**config.mk**
```make
export PLATFORM = sky130hd
export DESIGN_NAME = scsa_vl_ctrl
export DESIGN_NICKNAME = d
export VERILOG_FILES = /design/src/rtl/scsa_vl_ctrl.sv
export SDC_FILE = /design/constraint.sdc
export NUM_CORES = 1
export LEC_CHECK = 0
export ABC_AREA = 0
export ABC_CLOCK_PERIOD_IN_PS = 14000
export BUFFER_PORTS_ARGS = -buffer_cell sky130_fd_sc_hd__buf_2
export CAP_MARGIN = 5
export CELL_PAD_IN_SITES_DETAIL_PLACEMENT = 0
export CELL_PAD_IN_SITES_GLOBAL_PLACEMENT = 1
export CORE_MARGIN = 1
export CORE_UTILIZATION = 47
export DETAILED_ROUTE_END_ITERATION = 10
export GPL_ROUTABILITY_DRIVEN = 0
export PLACE_DENSITY_LB_ADDON = 0.05
export SYNTH_ARGS = -nofsm -noshare
export SYNTH_HDL_FRONTEND = slang
export SYNTH_SLANG_ARGS = --single-unit
```
**constraint.sdc**
```tcl
create_clock -name clk -period 14 [get_ports clk]
set_input_delay 0.7 -clock clk [delete_from_list [all_inputs] [get_ports clk]]
set_output_delay 0.7 -clock clk [all_outputs]
set_load 0.02 [all_outputs]
```
**src/rtl/scsa_vl_ctrl.sv**
```systemverilog
// Variable-latency controller around a windowed speculative-carry adder.
// Two cycles accept-to-valid when speculation holds (or approx mode), three with correction.
module scsa_vl_ctrl #(
  parameter int W     = 16,
  parameter int WIN   = 8,
  parameter int CNT_W = 16
) (
  input  logic             clk,
  input  logic             rst,
  input  logic             in_valid,
  output logic             in_ready,
  input  logic [W-1:0]     a,
  input  logic [W-1:0]     b,
  input  logic             cin,
  input  logic             approx_en,
  output logic             out_valid,
  input  logic             out_ready,
  output logic [W-1:0]     sum,
  output logic             cout,
  output logic             out_err,
  output logic             out_corr,
  input  logic             clr_cnt,
  output logic [CNT_W-1:0] op_cnt,
  output logic [CNT_W-1:0] err_cnt
);

  typedef enum logic [1:0] {IDLE, EVAL, CORR, OUT} state_t;

  state_t             state_q, state_d;
  logic [W-1:0]       a_q, b_q;
  logic               cin_q, apx_q;
  logic [W-1:0]       sum_q, sum_d;
  logic               cout_q, cout_d;
  logic               err_q, err_d;
  logic               corr_q, corr_d;
  logic [CNT_W-1:0]   op_cnt_q, op_cnt_d;
  logic [CNT_W-1:0]   err_cnt_q, err_cnt_d;

  logic [W-1:0]       p, g;
  logic [W:0]         c, cs;
  logic               win_c;
  logic               spec_err;
  logic               accept, op_inc, err_inc;

  // Exact ripple carries plus, for each position at or above the window, the carry
  // generated inside the WIN bits just below it assuming a zero carry into the window.
  always_comb begin
    p     = a_q ^ b_q;
    g     = a_q & b_q;
    c     = '0;
    c[0]  = cin_q;
    win_c = 1'b0;
    for (int i = 0; i < W; i++) begin
      c[i+1] = g[i] | (p[i] & c[i]);
    end
    cs = c;
    if (WIN < W) begin
      for (int i = WIN; i <= W; i++) begin
        win_c = 1'b0;
        for (int k = i - WIN; k < i; k++) begin
          win_c = g[k] | (p[k] & win_c);
        end
        cs[i] = win_c;
      end
    end
    spec_err = (cs != c);
  end

  assign accept  = (state_q == IDLE) && in_valid;
  assign op_inc  = (state_q == OUT) && out_ready;
  assign err_inc = (state_q == EVAL) && spec_err;

  always_comb begin
    state_d = state_q;
    sum_d   = sum_q;
    cout_d  = cout_q;
    err_d   = err_q;
    corr_d  = corr_q;
    unique case (state_q)
      IDLE: if (in_valid) state_d = EVAL;
      EVAL: begin
        if (spec_err && !apx_q) begin
          state_d = CORR;
        end else begin
          sum_d   = p ^ cs[W-1:0];
          cout_d  = cs[W];
          err_d   = spec_err;
          corr_d  = 1'b0;
          state_d = OUT;
        end
      end
      CORR: begin
        sum_d   = p ^ c[W-1:0];
        cout_d  = c[W];
        err_d   = 1'b1;
        corr_d  = 1'b1;
        state_d = OUT;
      end
      OUT: if (out_ready) state_d = IDLE;
      default: state_d = IDLE;
    endcase
  end

  // Clear has priority over a same-cycle increment; increments stick at all-ones.
  always_comb begin
    op_cnt_d  = op_cnt_q;
    err_cnt_d = err_cnt_q;
    if (clr_cnt) begin
      op_cnt_d  = '0;
      err_cnt_d = '0;
    end else begin
      if (op_inc && (op_cnt_q != '1))   op_cnt_d  = op_cnt_q + 1'b1;
      if (err_inc && (err_cnt_q != '1)) err_cnt_d = err_cnt_q + 1'b1;
    end
  end

  always_ff @(posedge clk or posedge rst) begin
    if (rst) begin
      state_q   <= IDLE;
      a_q       <= '0;
      b_q       <= '0;
      cin_q     <= 1'b0;
      apx_q     <= 1'b0;
      sum_q     <= '0;
      cout_q    <= 1'b0;
      err_q     <= 1'b0;
      corr_q    <= 1'b0;
      op_cnt_q  <= '0;
      err_cnt_q <= '0;
    end else begin
      state_q   <= state_d;
      sum_q     <= sum_d;
      cout_q    <= cout_d;
      err_q     <= err_d;
      corr_q    <= corr_d;
      op_cnt_q  <= op_cnt_d;
      err_cnt_q <= err_cnt_d;
      if (accept) begin
        a_q   <= a;
        b_q   <= b;
        cin_q <= cin;
        apx_q <= approx_en;
      end
    end
  end

  assign in_ready  = (state_q == IDLE) && !rst;
  assign out_valid = (state_q == OUT);
  assign sum       = sum_q;
  assign cout      = cout_q;
  assign out_err   = err_q;
  assign out_corr  = corr_q;
  assign op_cnt    = op_cnt_q;
  assign err_cnt   = err_cnt_q;

endmodule

```
==> results of run 1 <==
==> cell families after synthesis <==
group                      Yosys count  share of synthesized area [%]
DFF                                 87                           44.9
AOI/OAI and AO/OA                   70                           10.1
buffers and inverters               33                           3.12
and+or+nand+nor                    135                           14.7
xor gates and xnor gates            24                           4.33
muxes                               59                           13.6
adders and majority gates           31                           9.24
==> placed cells by master, fill, tap and decap left out, types with 2 or more instances in the layout <==
| cell | count |
|---|---|
| buf_2 | 91 |
| dfrtp_1 | 87 |
| mux2_2 | 41 |
| nor2_1 | 38 |
| ha_1 | 23 |
| a21oi_1 | 19 |
| nand2_1 | 18 |
| inv_1 | 17 |
| nand3_1 | 17 |
| mux2_1 | 15 |
| o21ai_0 | 12 |
| xnor2_1 | 12 |
| xor2_1 | 12 |
| nor2b_1 | 11 |
| clkbuf_8 | 11 |
| nand4_1 | 10 |
| fa_1 | 8 |
| nand2b_1 | 7 |
| o31ai_1 | 7 |
| and3_1 | 6 |
| nor4_1 | 6 |
| or4_1 | 6 |
| and4_1 | 5 |
| nor3_1 | 5 |
| a211oi_1 | 3 |
| mux2i_1 | 3 |
| a31oi_1 | 3 |
| buf_4 | 3 |
| o211ai_1 | 2 |
| a221o_1 | 2 |
| o21bai_1 | 2 |
| or4b_1 | 2 |
| or3_1 | 2 |
| clkinv_2 | 2 |
| o31a_1 | 2 |
==> registers in the layout (all words and copies together) (netlist names) <==
| register | count |
|---|---|
| op_cnt | 16 |
| b_q | 16 |
| a_q | 16 |
| sum | 16 |
| cout | 1 |
| cin_q | 1 |
| apx_q | 1 |
| err_cnt | 16 |
| state_q | 2 |
| out_err | 1 |
| out_corr | 1 |
==> where the power goes <==
group,internal (µW),leakage [µW],switching [µW]
Sequential,342,0.00110,63.6
Clock,93.0,0.000107,87.8
Combinational,351,0.00139,435
==> cell type report <==
cell class	instances	area [µm²]
Clock inverter	4	52.6
Multi-Input combinational cell	319	2530
Inverter	18	68.8
Antenna cell	1	2.50
Tap cell	133	166
Timing Repair Buffer	94	478
Clock buffer	12	155
Sequential cell	87	2180
Fill cell	926	4280
==> stage by stage <==
stage,hold slack [ns],setup WS (ns),instances,total power [µW],instance area (µm²)
after CTS,0.493,7.94,667,1380,5630
after global placement,0.463,8.12,651,1180,5420
after floorplan,0.479,8.77,439,1030,4850
final,0.486,7.94,668,1370,5630
after detailed placement,0.475,7.98,651,1200,5420
after global routing,0.518,7.64,667,1490,5630
==> final timing paths <==
kind                               to    from
hold / removal                 sum[9]  sum[9]
setup reg to reg              sum[11]  a_q[0]
hold reg to reg                sum[9]  sum[9]
min in group asynchronous  err_cnt[6]     rst
setup / recovery              sum[11]  a_q[0]
max in group asynchronous      sum[6]     rst
==> metal layers <==
layer,vias to the layer above,wire length (µm),GRT usage (%)
li1,1772,-,-
met1,1728,5160,28.8
met2,71,4390,29.3
met3,12,435,3.78
met4,0,164,7.76
met5,-,0,0
==> flow_summary.toml, run 1 <==
[status]
outcome = "completed"

[die]
die_width_um = 104
dieHeight_um = 104
fp.coreArea_mm2 = 0.00991
initial_utilization_pct = 48.9
rows = 36
floorplan_die_area_mm2 = 0.0107
design.portCount = 92

[global_routing]
grt_start_max_net_pins = 88
grt_pass1_vias = 3448
grt_first_pass_wirelength_mm = 17.2
grtUsageTotal_pct = 19.9
global_route.overflow_total = 0
grt_antenna_before_repair = 0

[critical_path]
setup.reg_to_reg.worst_slack_ns = 7.94
cp_num_cells = 17
start_kind = "flop"
cpLargestDelayFamily = "adder cells"
worst-r2r-cell-count = 17
cp_cell_sequence = "inv_1 -> fa_1 -> inv_1 -> fa_1 -> fa_1 -> fa_1 -> fa_1 -> fa_1 -> fa_1 -> fa_1 -> a21oi_1 -> o22ai_1 -> a221o_1 -> a311oi_4 -> buf_4 -> a2bb2oi_4 -> mux2_2"
critPathMaxStageDelay_ns = 0.52
crit_path_max_fanout = 29
critPathMostFrequentCell = "fa_1"
worst_ep_required_time_ns = 14.24
type_of_the_setup_path_with_the_least_slack = "flop to flop"
critPathCaptureType = "flop"
cp.buffers_inverters = 3
timing.critical_path.slowest_stage_cell = "a2bb2oi_4"
timing.critical_path.arrival_ns = 6.30

[sta]
report.final.hold_viol_count = 0
finalSetupViolCount = 0
transition_at_the_pin_with_the_smallest_max_transition_slack_ns = 1.15
timing_max_transition_violations_final = 0
tns_ns = 0
setup_repair_after_global_routing_missed_its_margin = "false"
period_minus_slack_ns = 6.06
timing.fmax_ghz = 0.165
relative_slew_margins_pct = 21.1
layout_worst_path_cycle_share_pct = 43.3
worst_clock_skew_ns = 0.00989

[yosys]
total_of_flip_flops_plus_latches_after_synthesis = 87
async_flop_share_pct = 100
syn-instance-count = 439
synth.most_common_cell = "dfrtp_1"
synth_enable_flop_cells = 0
synth_top_cells_by_count = "dfrtp_1, mux2_2, nor2_1"
syn-num-nets = 509
synth_cell_type_count = 55
synth_top_area_share_pct = 44.9
ys_warn_count = 0
synth_ff_type = "dfrtp_1"
netlist_top_cells_area = "dfrtp_1, mux2_2, ha_1, mux2_1, fa_1"
synth_top_cell_by_area = "dfrtp_1"
synth_seq_area_share_pct = 44.9
syn_avg_cell_area_um2 = 11.0
synthesis.area_mm2 = 0.00485

[route]
drt_iter0_drc = 107
route.vias.total = 3583
remaining_drc_errors = 0
wl_per_cell_um = 15.2
dr.pass1.iters = 4
routed_via_density = 5.36
drt_wl_total_mm = 10.1
drt.antenna.violating_nets = 0

[cts]
cts.sink_count = 87
cts-buffers-inserted = 9
cts-root-to-sink-buffers = 2
clk_pin_slew_ns = 0.08
clk_latency_ns = 0.36
post_cts_resize_count = 0
postCtsSetupRepairBufs = 0
cts.htree.levels = 3
cts_root_buffer = "clkbuf_8"
cts_tree = "done"
cts-hold-fix-buffers = 0

[finish]
layout.core_utilization_pct = 56.8
post_route_cells_drive_above_1_share_pct = 29.0
area_added_between_synthesis_and_finish_pct = 16.2
nets = 599

[place]
detailed_place_hpwl_mm = 7.34
port_buffers = 91

[power_and_ir_drop]
total_leakage_power_uw = 0.00260
max-vdd-ir-drop_v = 0.000129
power_per_cell_area_mw_per_mm2 = 244

[min_path]
worstHoldPathCells = 1
hold_path.class = "flop to flop"

[flow_run]
drv.max_cap_violation_count = 0
Power figures use the tool's default switching activity.
==> run 2: changes to the inputs <==
Settings changed: ABC_CLOCK_PERIOD_IN_PS 14000 to 5850, CORE_UTILIZATION 47 to 44.
Clock period 14 ns to 5.85 ns, I/O delays scaled along.
==> flow_summary.toml, run 2 (synthesis results as in run 1) <==
[sta]
finalSetupViolCount = 0
timing.fmax_ghz = 0.180
tns_ns = 0
relative_slew_margins_pct = 52.5
fin_hold_ws_ns = -0.0107
timing_max_transition_violations_final = 0
setup_repair_after_global_routing_missed_its_margin = "false"
layout_worst_path_cycle_share_pct = 95.2
transition_at_the_pin_with_the_smallest_max_transition_slack_ns = 0.713
report.final.hold_viol_count = 12
period_minus_slack_ns = 5.57
worst_clock_skew_ns = 0.0115

[finish]
fillers = 971
area_added_between_synthesis_and_finish_pct = 16.2
commonest_cells_after_routing_fill_and_taps_aside = "buf_2, dfrtp_1, mux2_2"
post_route_cells_drive_above_1_share_pct = 29.4
layout_commonest_cell = "buf_2"
antenna_cells_inserted = 0
post-route-cell-area_mm2 = 0.00564
nets = 602

[critical_path]
timing.critical_path.arrival_ns = 5.81
worst_ep_required_time_ns = 6.09
type_of_the_setup_path_with_the_least_slack = "flop to flop"
cp_launch_point = "a_q[0]"
critPathCaptureType = "flop"
crit_path_max_fanout = 17
critical_path.reg2reg.startpoint = "a_q[0]"
start_kind = "flop"

[die]
die_width_um = 107
fp.coreArea_mm2 = 0.0105
design.portCount = 92
rows = 37
initial_utilization_pct = 46.1
dieHeight_um = 107
floorplan_die_area_mm2 = 0.0114

[power_and_ir_drop]
max-vdd-ir-drop_v = 0.000247
power_per_cell_area_mw_per_mm2 = 583
total_leakage_power_uw = 0.00259

[route]
drt.antenna.violating_nets = 0
routed_via_density = 5.44
dr.pass1.iters = 4
remaining_drc_errors = 0
drt_iter0_drc = 118
route.vias.total = 3662
drt_wl_total_mm = 10.4
wl_per_cell_um = 15.5

[cts]
cts_tree = "done"
clk_pin_slew_ns = 0.09
clk_latency_ns = 0.36
cts.sink_count = 87
cts-root-to-sink-buffers = 2
cts-buffers-inserted = 9
postCtsSetupRepairBufs = 0
cts.htree.levels = 3
cts_root_buffer = "clkbuf_8"

[global_routing]
global_route.overflow_total = 0
grt_pass1_vias = 3566
grt_antenna_before_repair = 1
grt_start_max_net_pins = 51
grt_first_pass_wirelength_mm = 17.8
grtUsageTotal_pct = 19.9

[place]
detailed_place_hpwl_mm = 7.68
port_buffers = 91
postPlaceCellArea_mm2 = 0.00545

[status]
failed_checks = "hold timing"
outcome = "finished with violations"

[flow_run]
drv.max_cap_violation_count = 0

[min_path]
hold_path.class = "input pin to async pin"
## run 2: layer usage
layer / vias to the layer above / wire length (µm) / global-route usage, %
met1: 1773 / 5330 / 30.2
met2: 98 / 4360 / 27.9
li1: 1776 / - / -
met5: - / 13 / 0
met4: 2 / 182 / 7.93
met3: 13 / 556 / 3.59
## run 2: power breakdown
part           total (µW)  internal [µW]  switching (µW)  leakage, µW
registers             964            818             146      0.00110
logic                1930            875            1060      0.00141
clock network         386            177             209    0.0000894
## run 2: worst max-delay path: stages, from the launching register on
cell       delay (ns)
dfrtp_1          0.40
inv_1            0.09
fa_1             0.18
inv_1            0.05
fa_1             0.39
fa_1             0.39
fa_1             0.40
fa_1             0.42
fa_1             0.42
fa_1             0.41
fa_2             0.41
a21oi_1          0.22
o22ai_1          0.18
a221o_1          0.39
a311oi_4         0.36
a2bb2oi_4        0.18
buf_6            0.21
mux2_2           0.35
## run 2: cell type report
class,instances,area (µm²),share of cell area [%]
clock buffer,13,159,2.82
clock inverter,3,17.5,0.311
inverter,18,68.8,1.22
multi-input combinational,319,2530,45.0
sequential,87,2180,38.6
tap,136,170,3.02
timing repair buffer,97,508,9.01
## run 2: final timing paths
check | end | depth (start not counted) | slack [ns]
max | sum[14] | 17 | 0.28
min reg2reg | sum[5] | 1 | 0.49
min | a_q[11] | 2 | -0.01
max reg2reg | sum[14] | 17 | 0.28
min in group clk | b_q[12] | 2 | 0.15
max in group asynchronous | sum[10] | 3 | 4.77
## run 2: timing repair
action / 4_1_cts / 5_1_grt
hold buffers: 0 / 0
setup endpoints to repair: 0 / 24
gates resized for setup: 0 / 3
## run 2: metrics by stage
| stage | total power (µW) | utilization [%] | setup WS [ns] | instances | hold slack (ns) |
|---|---|---|---|---|---|
| after global routing | 3580 | 53.6 | 0.0289 | 673 | 0.0454 |
| after global placement | 2860 | 51.9 | 0.342 | 657 | 0.395 |
| after floorplan | 2470 | - | 0.616 | 439 | 0.443 |
| after detailed placement | 2900 | 51.9 | 0.220 | 657 | 0.411 |
| final | 3280 | 53.6 | 0.282 | 673 | -0.0107 |
| after CTS | 3300 | 53.5 | 0.191 | 673 | 0.00497 |
==> run 3: changes to the inputs <==
Settings changed: ABC_AREA 0 to 1, ABC_CLOCK_PERIOD_IN_PS 5850 to 5700, BUFFER_PORTS_ARGS -buffer_cell sky130_fd_sc_hd__buf_2 to default, CORE_UTILIZATION 44 to 48, DONT_BUFFER_PORTS from default to 1.
Clock period 5.85 ns to 5.7 ns, I/O delays scaled along.
==> flow_summary.toml, run 3 <==
[yosys]
synth_top_area_share_pct = 42.2
synth_top_cells_by_count = "nand2_1, dfrtp_1, inv_1"
synth_cell_type_count = 37
async_flop_share_pct = 100
syn_avg_cell_area_um2 = 8.50
synth_seq_area_share_pct = 42.2
synth_enable_flop_cells = 0
syn-instance-count = 607
syn-num-nets = 677
total_of_flip_flops_plus_latches_after_synthesis = 87
synth_ff_type = "dfrtp_1"
synth.most_common_cell = "nand2_1"
synth_top_cell_by_area = "dfrtp_1"
netlist_top_cells_area = "dfrtp_1, nand2_1, mux2_2, ha_1, nand3_1"
ys_warn_count = 0
synthesis.area_mm2 = 0.00516

[route]
drt_wl_total_mm = 11.6
wl_per_cell_um = 15.5
drt.antenna.violating_nets = 0
drt_iter0_drc = 182
dr.pass1.iters = 6
routed_via_density = 5.26
route.vias.total = 3931
remaining_drc_errors = 0

[power_and_ir_drop]
power_per_cell_area_mw_per_mm2 = 632
netSwitchingFraction_pct = 48.4
p_comb_share_pct = 55.2
max-vdd-ir-drop_v = 0.000319
sequentialPowerShare_pct = 31.8
total_power_consumption_of_the_routed_design_uw = 3490
total_switching_power_uw = 1690
total_leakage_power_uw = 0.00268
clock_power_share_pct = 13.0
internal-power_uw = 1800

[critical_path]
critPathMostFrequentCell = "nand2_2"
worst_ep_required_time_ns = 5.96
timing.critical_path.slowest_stage_cell = "fa_1"
critPathMaxStageDelay_ns = 0.42
timing.critical_path.arrival_ns = 5.58
critPathCaptureType = "flop"
start_kind = "flop"
crit_path_max_fanout = 7
type_of_the_setup_path_with_the_least_slack = "flop to flop"

[global_routing]
grt_start_max_net_pins = 74
grtUsageTotal_pct = 22.1
grt_pass1_vias = 3887
grt_antenna_before_repair = 0
global_route.overflow_total = 0
grt_first_pass_wirelength_mm = 19.1

[finish]
layoutNonFillerInstCount = 748
area_added_between_synthesis_and_finish_pct = 7.18
fillers = 1029
multi_input_comb_area_mm2 = 0.00269
post_route_cells_drive_above_1_share_pct = 14.7
register_area_mm2 = 0.00218
commonest_cells_after_routing_fill_and_taps_aside = "nand2_1, dfrtp_1, inv_1"
nets = 677
layout_commonest_cell = "nand2_1"
antenna_cells_inserted = 0

[sta]
relative_slew_margins_pct = 24.6
finalSetupViolCount = 0
report.final.hold_viol_count = 0
fin_hold_ws_ns = 0.0552
setup_repair_after_global_routing_missed_its_margin = "false"
layout_worst_path_cycle_share_pct = 93.3
worst_clock_skew_ns = 0.00758
transition_at_the_pin_with_the_smallest_max_transition_slack_ns = 1.13
period_minus_slack_ns = 5.32
timing_max_transition_violations_final = 0
timing.fmax_ghz = 0.188
tns_ns = 0

[die]
die_width_um = 106
rows = 37
dieHeight_um = 106
initial_utilization_pct = 49.8
design.portCount = 92
floorplan_die_area_mm2 = 0.0112
fp.coreArea_mm2 = 0.0104

[cts]
cts-root-to-sink-buffers = 2
cts.sink_count = 87
cts_tree = "done"
clk_pin_slew_ns = 0.09
cts_root_buffer = "clkbuf_8"
clk_latency_ns = 0.37
cts-buffers-inserted = 9
postCtsSetupRepairBufs = 0
cts.htree.levels = 3

[flow_run]
drv.max_cap_violation_count = 0

[place]
place_inst = 728
port_buffers = 0
detailed_place_hpwl_mm = 8.46

[min_path]
hold_path.class = "input pin to flop"

[status]
outcome = "completed"
-- run 3: changes by cell type after synthesis, moves of 11 or more --
cell,change
mux2_1,-15
nand3_1,+34
nand2_1,+137
nand2_2,+24
nor2b_1,-11
inv_1,+42
mux2_2,-11
-- run 3: critical path: cells and delay by family, from the launching register on --
kind	cells	cell delay [ns]
and+or+nand+nor	20	1.48
DFF	1	0.39
buffers and inverters	3	0.36
adders and majority gates	8	2.94
-- run 3: area by class of cell --
class                   count  share of cell area (%)
flip-flops and latches     87                    39.4
inverters                  61                    4.21
multi-input cells         442                    48.7
clock inverters             7                    1.43
well taps                 136                    3.08
repair buffers              6                   0.973
clock buffers               9                    2.24
-- run 3: worst paths after layout --
path | startpoint | endpoint | slack, ns | depth (start not counted)
worst min-delay path | a[10] | a_q[10] | 0.06 | 1
min in group asynchronous | rst | op_cnt[3] | 0.29 | 2
worst max register to register | a_q[0] | err_cnt[0] | 0.38 | 31
worst min register to register | b_q[8] | b_q[8] | 0.52 | 1
max in group asynchronous | rst | a_q[2] | 4.21 | 3
worst max-delay path | a_q[0] | err_cnt[0] | 0.38 | 31
-- run 3: per-layer routing --
metal | track usage [%] | up-vias | wire length, µm
met5 | 0 | - | 0
met4 | 7.44 | 0 | 180
met3 | 6.31 | 14 | 736
met2 | 33.8 | 97 | 5180
met1 | 29.9 | 1859 | 5500
li1 | - | 1961 | -
-- run 3: what timing repair did --
item / 4_1_cts / 5_1_grt
hold endpoints to repair: 22 / 0
setup endpoints to repair: 0 / 34
hold buffers: 2 / 0
resized for setup: 0 / 8
-- run 3: metrics by stage --
step | setup slack (ns) | utilization, % | area (µm²)
CTS | 0.194 | 52.8 | 5470
global route | 0.0115 | 53.3 | 5530
global placement | 0.318 | 50.6 | 5250
finish | 0.385 | 53.3 | 5530
floorplan | 0.763 | - | 5160
detailed placement | 0.211 | 50.6 | 5250
-- run 3: cells by family (layout without fill, tap and decap cells) --
logic type | count (synthesis) | count (layout) | synth area share [%]
buffers and inverters | 80 | 83 | 6.62
AND/OR/NAND/NOR | 312 | 314 | 27.6
adder cells (fa/ha/maj) | 31 | 31 | 8.68
XOR/XNOR | 22 | 22 | 3.73
AO/OA/AOI/OAI | 44 | 44 | 4.44
multiplexers | 31 | 31 | 6.74
flip-flops | 87 | 87 | 42.2
-- run 3: power groups by stage --
stage	Clock, µW	Sequential (µW)	Combinational, µW
CTS	471	1110	1870
global route	495	1140	2190
finish	454	1110	1930
global placement	0	1120	1830
floorplan	0	1060	1570
detailed placement	0	1130	1850
